--- config.mk ---
export PLATFORM = sky130hd
export DESIGN_NAME = decode_queue
export DESIGN_NICKNAME = d
export VERILOG_FILES = /design/src/rtl/decode_queue.sv
export SDC_FILE = /design/constraint.sdc
export NUM_CORES = 1
export LEC_CHECK = 0
export ABC_AREA = 1
export CORE_ASPECT_RATIO = 2
export CORE_MARGIN = 10
export CORE_UTILIZATION = 52
export DETAILED_ROUTE_END_ITERATION = 16
export GPL_TIMING_DRIVEN = 1
export HOLD_SLACK_MARGIN = 0.1
export PLACE_DENSITY = 0.86
export SYNTH_ARGS = -nofsm -noshare
export SYNTH_HDL_FRONTEND = slang
export SYNTH_SLANG_ARGS = --single-unit
--- constraint.sdc ---
create_clock -name clk -period 2.2 [get_ports clk]
set_input_delay 0.33 -clock clk [delete_from_list [all_inputs] [get_ports clk]]
set_output_delay 0.33 -clock clk [all_outputs]
set_load 0.1 [all_outputs]
--- src/rtl/decode_queue.sv ---
// decode_queue: RV32I/Zicsr/M decode stage with a DEPTH-entry buffer.
// Instructions are decoded on entry and execute reads registered control.
module decode_queue #(
  parameter int DEPTH    = 2,
  parameter int PC_WIDTH = 32,
  parameter int HAS_M    = 1
) (
  input  logic                       clk,
  input  logic                       rst_n,
  input  logic                       flush,
  input  logic                       in_valid,
  output logic                       in_ready,
  input  logic [31:0]                in_ins,
  input  logic [PC_WIDTH-1:0]        in_pc,
  output logic                       out_valid,
  input  logic                       out_ready,
  output logic [PC_WIDTH-1:0]        out_pc,
  output logic [31:0]                out_ins,
  output logic [3:0]                 out_class,
  output logic [4:0]                 out_alu_op,
  output logic [31:0]                out_imm,
  output logic [4:0]                 out_rs1,
  output logic [4:0]                 out_rs2,
  output logic [4:0]                 out_rd,
  output logic [2:0]                 out_funct3,
  output logic                       out_rd_wen,
  output logic                       out_illegal,
  output logic [$clog2(DEPTH+1)-1:0] count
);

  localparam int AW = (DEPTH > 1) ? $clog2(DEPTH) : 1;
  localparam int CW = $clog2(DEPTH + 1);

  localparam logic [3:0] C_OP     = 4'd0;
  localparam logic [3:0] C_OPIMM  = 4'd1;
  localparam logic [3:0] C_LOAD   = 4'd2;
  localparam logic [3:0] C_STORE  = 4'd3;
  localparam logic [3:0] C_BRANCH = 4'd4;
  localparam logic [3:0] C_JAL    = 4'd5;
  localparam logic [3:0] C_JALR   = 4'd6;
  localparam logic [3:0] C_LUI    = 4'd7;
  localparam logic [3:0] C_AUIPC  = 4'd8;
  localparam logic [3:0] C_CSR    = 4'd9;
  localparam logic [3:0] C_SYS    = 4'd10;
  localparam logic [3:0] C_FENCE  = 4'd11;
  localparam logic [3:0] C_MULDIV = 4'd12;
  localparam logic [3:0] C_ILL    = 4'd15;

  localparam logic [4:0] A_ADD = 5'd0;
  localparam logic [4:0] A_SUB = 5'd1;
  localparam logic [4:0] A_SLL = 5'd2;
  localparam logic [4:0] A_SRL = 5'd3;
  localparam logic [4:0] A_SRA = 5'd4;
  localparam logic [4:0] A_LT  = 5'd5;
  localparam logic [4:0] A_LTU = 5'd6;
  localparam logic [4:0] A_XOR = 5'd7;
  localparam logic [4:0] A_OR  = 5'd8;
  localparam logic [4:0] A_AND = 5'd9;

  typedef struct packed {
    logic [PC_WIDTH-1:0] pc;
    logic [31:0]         ins;
    logic [3:0]          cls;
    logic [4:0]          alu;
    logic [31:0]         imm;
    logic                rd_wen;
    logic                illegal;
  } entry_t;

  function automatic logic [4:0] alu_f3(
    input logic [2:0] f3,
    input logic       alt
  );
    logic [4:0] r;
    r = A_ADD;
    unique case (f3)
      3'd0: r = alt ? A_SUB : A_ADD;
      3'd1: r = A_SLL;
      3'd2: r = A_LT;
      3'd3: r = A_LTU;
      3'd4: r = A_XOR;
      3'd5: r = alt ? A_SRA : A_SRL;
      3'd6: r = A_OR;
      3'd7: r = A_AND;
      default: r = A_ADD;
    endcase
    return r;
  endfunction

  logic [6:0]  opc;
  logic [2:0]  f3;
  logic [6:0]  f7;
  logic [11:0] f12;
  logic [4:0]  rs1;
  logic [4:0]  rd;
  logic [31:0] imm_i;
  logic [31:0] imm_s;
  logic [31:0] imm_b;
  logic [31:0] imm_u;
  logic [31:0] imm_j;

  assign opc = in_ins[6:0];
  assign f3  = in_ins[14:12];
  assign f7  = in_ins[31:25];
  assign f12 = in_ins[31:20];
  assign rs1 = in_ins[19:15];
  assign rd  = in_ins[11:7];

  assign imm_i = {{20{in_ins[31]}}, in_ins[31:20]};
  assign imm_s = {{20{in_ins[31]}}, in_ins[31:25],
                  in_ins[11:7]};
  assign imm_b = {{20{in_ins[31]}}, in_ins[7],
                  in_ins[30:25], in_ins[11:8], 1'b0};
  assign imm_u = {in_ins[31:12], 12'b0};
  assign imm_j = {{12{in_ins[31]}}, in_ins[19:12],
                  in_ins[20], in_ins[30:21], 1'b0};

  entry_t dec;
  logic   ok;

  always_comb begin
    dec     = '0;
    dec.pc  = in_pc;
    dec.ins = in_ins;
    ok      = 1'b0;
    unique case (opc)
      7'b0110011: begin
        dec.rd_wen = 1'b1;
        dec.cls    = C_OP;
        if (f7 == 7'h00) begin
          ok      = 1'b1;
          dec.alu = alu_f3(f3, 1'b0);
        end else if (f7 == 7'h20 &&
                     (f3 == 3'd0 || f3 == 3'd5)) begin
          ok      = 1'b1;
          dec.alu = alu_f3(f3, 1'b1);
        end else if (f7 == 7'h01 && HAS_M != 0) begin
          ok      = 1'b1;
          dec.cls = C_MULDIV;
          dec.alu = {2'b10, f3};
        end
      end
      7'b0010011: begin
        dec.cls    = C_OPIMM;
        dec.rd_wen = 1'b1;
        dec.imm    = imm_i;
        dec.alu    = alu_f3(f3, f3 == 3'd5 && f7 == 7'h20);
        if (f3 == 3'd1)
          ok = (f7 == 7'h00);
        else if (f3 == 3'd5)
          ok = (f7 == 7'h00) || (f7 == 7'h20);
        else
          ok = 1'b1;
      end
      7'b0000011: begin
        dec.cls    = C_LOAD;
        dec.rd_wen = 1'b1;
        dec.imm    = imm_i;
        ok = (f3 != 3'd3) && (f3[2:1] != 2'b11);
      end
      7'b0100011: begin
        dec.cls = C_STORE;
        dec.imm = imm_s;
        ok      = !f3[2] && (f3 != 3'd3);
      end
      7'b1100011: begin
        dec.cls = C_BRANCH;
        dec.imm = imm_b;
        ok      = (f3[2:1] != 2'b01);
        // beq/bne compare by subtraction, the rest by set-less-than
        dec.alu = !f3[2] ? A_SUB : (f3[1] ? A_LTU : A_LT);
      end
      7'b1101111: begin
        dec.cls    = C_JAL;
        dec.rd_wen = 1'b1;
        dec.imm    = imm_j;
        ok         = 1'b1;
      end
      7'b1100111: begin
        dec.cls    = C_JALR;
        dec.rd_wen = 1'b1;
        dec.imm    = imm_i;
        ok         = 1'b1;
      end
      7'b0110111: begin
        dec.cls    = C_LUI;
        dec.rd_wen = 1'b1;
        dec.imm    = imm_u;
        ok         = 1'b1;
      end
      7'b0010111: begin
        dec.cls    = C_AUIPC;
        dec.rd_wen = 1'b1;
        dec.imm    = imm_u;
        ok         = 1'b1;
      end
      7'b1110011: begin
        if (f3 == 3'd0) begin
          dec.cls = C_SYS;
          ok = (rd == 5'd0) && (rs1 == 5'd0) &&
               (f12 == 12'h000 || f12 == 12'h001 ||
                f12 == 12'h302);
        end else begin
          dec.cls    = C_CSR;
          dec.rd_wen = 1'b1;
          dec.imm    = f3[2] ? {27'b0, rs1} : 32'b0;
          ok         = (f3 != 3'd4);
        end
      end
      7'b0001111: begin
        dec.cls = C_FENCE;
        ok      = 1'b1;
      end
      default: ok = 1'b0;
    endcase
    if (!ok || in_ins[1:0] != 2'b11) begin
      dec.cls     = C_ILL;
      dec.alu     = A_ADD;
      dec.imm     = '0;
      dec.rd_wen  = 1'b0;
      dec.illegal = 1'b1;
    end
  end

  entry_t          mem [DEPTH];
  logic [AW-1:0]   rptr;
  logic [AW-1:0]   wptr;
  logic [CW-1:0]   cnt;
  logic            push;
  logic            pop;

  assign in_ready  = (cnt != CW'(DEPTH));
  assign out_valid = (cnt != '0);
  assign push      = in_valid && in_ready && !flush;
  assign pop       = out_valid && out_ready && !flush;
  assign count     = cnt;

  always_ff @(posedge clk or negedge rst_n) begin
    if (!rst_n) begin
      rptr <= '0;
      wptr <= '0;
      cnt  <= '0;
      for (int i = 0; i < DEPTH; i++)
        mem[i] <= '0;
    end else if (flush) begin
      rptr <= '0;
      wptr <= '0;
      cnt  <= '0;
    end else begin
      if (push) begin
        mem[wptr] <= dec;
        wptr      <= wptr + 1'b1;
      end
      if (pop)
        rptr <= rptr + 1'b1;
      if (push && !pop)
        cnt <= cnt + 1'b1;
      else if (pop && !push)
        cnt <= cnt - 1'b1;
    end
  end

  entry_t head;

  // empty buffer presents an all-zero bundle
  assign head = out_valid ? mem[rptr] : '0;

  assign out_pc      = head.pc;
  assign out_ins     = head.ins;
  assign out_class   = head.cls;
  assign out_alu_op  = head.alu;
  assign out_imm     = head.imm;
  assign out_rs1     = head.ins[19:15];
  assign out_rs2     = head.ins[24:20];
  assign out_rd      = head.ins[11:7];
  assign out_funct3  = head.ins[14:12];
  assign out_rd_wen  = head.rd_wen;
  assign out_illegal = head.illegal;

endmodule
==> metrics.md <==
| Metric | Value |
|---|---|
| Wire length of the first global-routing pass | 71070 um |
| Non-filler cells in the finished layout | 2032 |
| Post-synth ARST share | 1.000 |
| Drt drc | 0 |
| Clk Latency, worst-skew pair | 0.52 ns |
| RSZ-0062 raised after global routing | yes |
| Crit Path Class | flop to primary output |
| Yosys warnings | 0 |
| Lkg Pwr | roughly 0.009 uW |
| Share of post-route cells with drive strength above 1 | 0.3392 |
| RD Place Congestion | a little under 0.9 |
| Critical Path RT | 1.87 ns |
| Die ar. | roughly 0.028 mm^2 |
| Commonest cells after routing, fill and taps aside | nand2_1, dfrtp_1, buf_12 |
| Max-cap violations | 0 |
| Worst R2R Start | count[0]$_DFFE_PN0P_ |
| Max Used Layer | met4 |
| Final Slew Violations | 0 |
| Final core area utilization | 0.8841 |
| Pre-CTS setup slack | -0.1607 ns |
| Share of the yosys chip area belonging to registers | 0.4848 |
| Number of synthesized register bits | 218 |
| Gate Count Post-Synth | 1491 |
| RR Endpoint | mem[109]$_DFFE_PN0P_ |
| Leading cell type in the layout, fill and taps excluded | nand2_1 |
| Layout area overhead | 68.11% |
| Initial DRT Pass Iterations | 7 |
| Reg clk slew, reported paths | 0.09 ns |
| Met2 WL | 27400 um |
| Element type at the critical path end | primary output |
| Row count | 76 |
| PD cells | 1612 mW/mm^2 |
| Setup ws final | -0.2094 ns |
| Final setup viols | between 100 and 150 |
| Bufs on Longest Clock Path | 3 |
| Post-route ant nets | 0 |
| Die Span X | 124.0 um |
| GRT overflow | 0 |
| Mapped Nets | around 1600 |
| IO buf count | 197 |
| Cells after DPL | approximately 1900 |
| Distinct cells, synth | 37 |
| TritonCTS Buffers | 19 |
| Status | complete, but fails checks |
| Synth Flop Type | dfrtp_1 |
| Fmax | 0.4150 GHz |
| Failing checks | negative setup slack |
| Clock root cell | clkbuf_16 |
| Fin crit period | between 2 and 2.5 ns |
| H-tree depth | 1 |
| Post-synth design cell area | 0.01125 mm^2 |
| Worst rel slew slack | 0.6236 |
| TritonCTS clock tree | yes |
| Arr. time, crit path | 2.08 ns |
| Tot GR Track Use | 0.3217 |
| Via count | 13160 |
| Setup Skew | 0.02060 ns |
| Final hold violations | 0 |
| Worst Tran Pin Value | around 0.56 ns |
| Vias/cell | 6.476 |
| Number of global-route vias before repair | 12801 |
| Count of flip-flops with a built-in enable after synthesis | 0 |
| Total core area | 0.02140 mm^2 |
| DRT iter0 DRCs | 1873 |
| Boundary Pins | slightly below 200 |
| Crit path launch type | flop |
| Clk sink count | 218 |
| Multi-input logic area | 0.006780 mm^2 |
| Crit-path max FO | 6 |
| Routed len/inst | about 28 um |
| Fin crit share | 1.095 |
| Register Area | between 0.005 and 0.006 mm^2 |
| Met3 Routed Length | 5836 um |
| Min-delay worst type | primary input to async pin |
| Filler cell count | between 800 and 900 |
| Drt total wl | 55980 um |
| Final Net Count | 1820 |
| Die height | roughly 230 um |
| Largest net degree at the start of global routing | 105 |
| VDD IR max | 1.473 mV |
| Cells on worst reg2reg path | 11 |
| Detailed placement HPWL | approximately 27000 um |
| Reg2Reg Setup Slack | -0.16 ns |
| Initial antenna violation count | 5 |
| Starting Density | 0.5259 |
| Syn Area/Cell | 7.547 um^2 |
| M1 WL | 16420 um |
==> synthesized netlist by cell type, types with 10 or more instances <==
master | number | share of area
inv_1 | 73 | 0.024
dfrtp_1 | 218 | 0.48
o21ai_1 | 50 | 0.022
clkbuf_1 | 56 | 0.019
nand3_1 | 96 | 0.043
o211ai_1 | 21 | 0.014
buf_4 | 19 | 0.013
nand2_1 | 597 | 0.20
buf_2 | 13 | 0.0058
inv_2 | 18 | 0.0060
buf_1 | 14 | 0.0047
o21ai_0 | 92 | 0.041
a21oi_1 | 114 | 0.051
nor2_1 | 41 | 0.014
nand2_2 | 10 | 0.0056
==> where the power goes <==
| part | internal (uW) | total [uW] | switching, uW |
|---|---|---|---|
| clock | 2110 | 3810 | 1700 |
| combinational | 6950 | 20200 | 13200 |
| sequential | 5250 | 6490 | 1240 |
| total | 14300 | 30500 | 16200 |
==> sequential cells by signal, summed over array words and instances (netlist names) <==
register / flops
rptr: 1
mem: 214
wptr: 1
count: 2
==> worst max path at each step <==
| stage | startpoint | to | cells past startpoint |
|---|---|---|---|
| 3_5_place_dp | in_ins[12] | mem[130]$_DFFE_PN0P_ | 14 |
| 5_1_grt | in_ins[6] | mem[109]$_DFFE_PN0P_ | 14 |
| 4_1_cts | rptr$_DFFE_PN0P_ | out_ins[12] | 6 |
| 3_3_place_gp | in_ins[12] | mem[142]$_DFFE_PN0P_ | 14 |
| 2_1_floorplan | count[0]$_DFFE_PN0P_ | out_pc[22] | 4 |
| 6_report | rptr$_DFFE_PN0P_ | out_rs2[0] | 6 |
==> final cells by class <==
class,instances,share of cell area
diodes,5,0.0006615
clock buffers,22,0.02626
clock inverters,11,0.009062
inverters,92,0.01938
multi-input cells,1070,0.3584
flip-flops and latches,218,0.2890
well taps,273,0.01806
repair buffers,341,0.2791
==> metrics by stage <==
stage,hold slack [ns],total power (uW),TNS [ns],cell area (um^2)
finish,0.3889,30500,-16.26,18920
global route,0.4400,30990,-16.51,18920
CTS,0.3995,27730,-4.600,17660
detailed placement,0.3577,22380,-11.31,16030
global placement,0.3545,22000,-4.826,16030
floorplan,0.03441,17170,-8.996,12300
==> layer usage <==
layer | up-vias | track usage
met5 | - | 0
met4 | 0 | 0.2527
met3 | 466 | 0.05542
met2 | 1198 | 0.5526
met1 | 6230 | 0.3295
li1 | 5266 | -
==> worst max-delay path, cell delays in order (launching register included) <==
cell,delay (ns)
dfrtp_4,0.55
clkinv_8,0.10
buf_12,0.15
buf_12,0.16
nand2_4,0.07
a21oi_4,0.30
buf_12,0.22
==> kinds of logic after synthesis <==
group | count (synthesis) | share of synthesized area
simple gates | 775 | 0.2883
xor+xnor | 1 | 0.0007785
compound gates | 285 | 0.1338
buf+inv | 203 | 0.08229
flops | 218 | 0.4848
fa+ha+maj | 9 | 0.01001
==> what timing repair did <==
action,in CTS,in global routing
resized for setup,87,205
setup endpoints to repair,125,158
pin swaps,50,78
hold buffers,1,0
cloned,15,9
hold endpoints to repair,57,0
buffers inserted,18,9
Note: power is estimated with default switching activity, not from simulation.
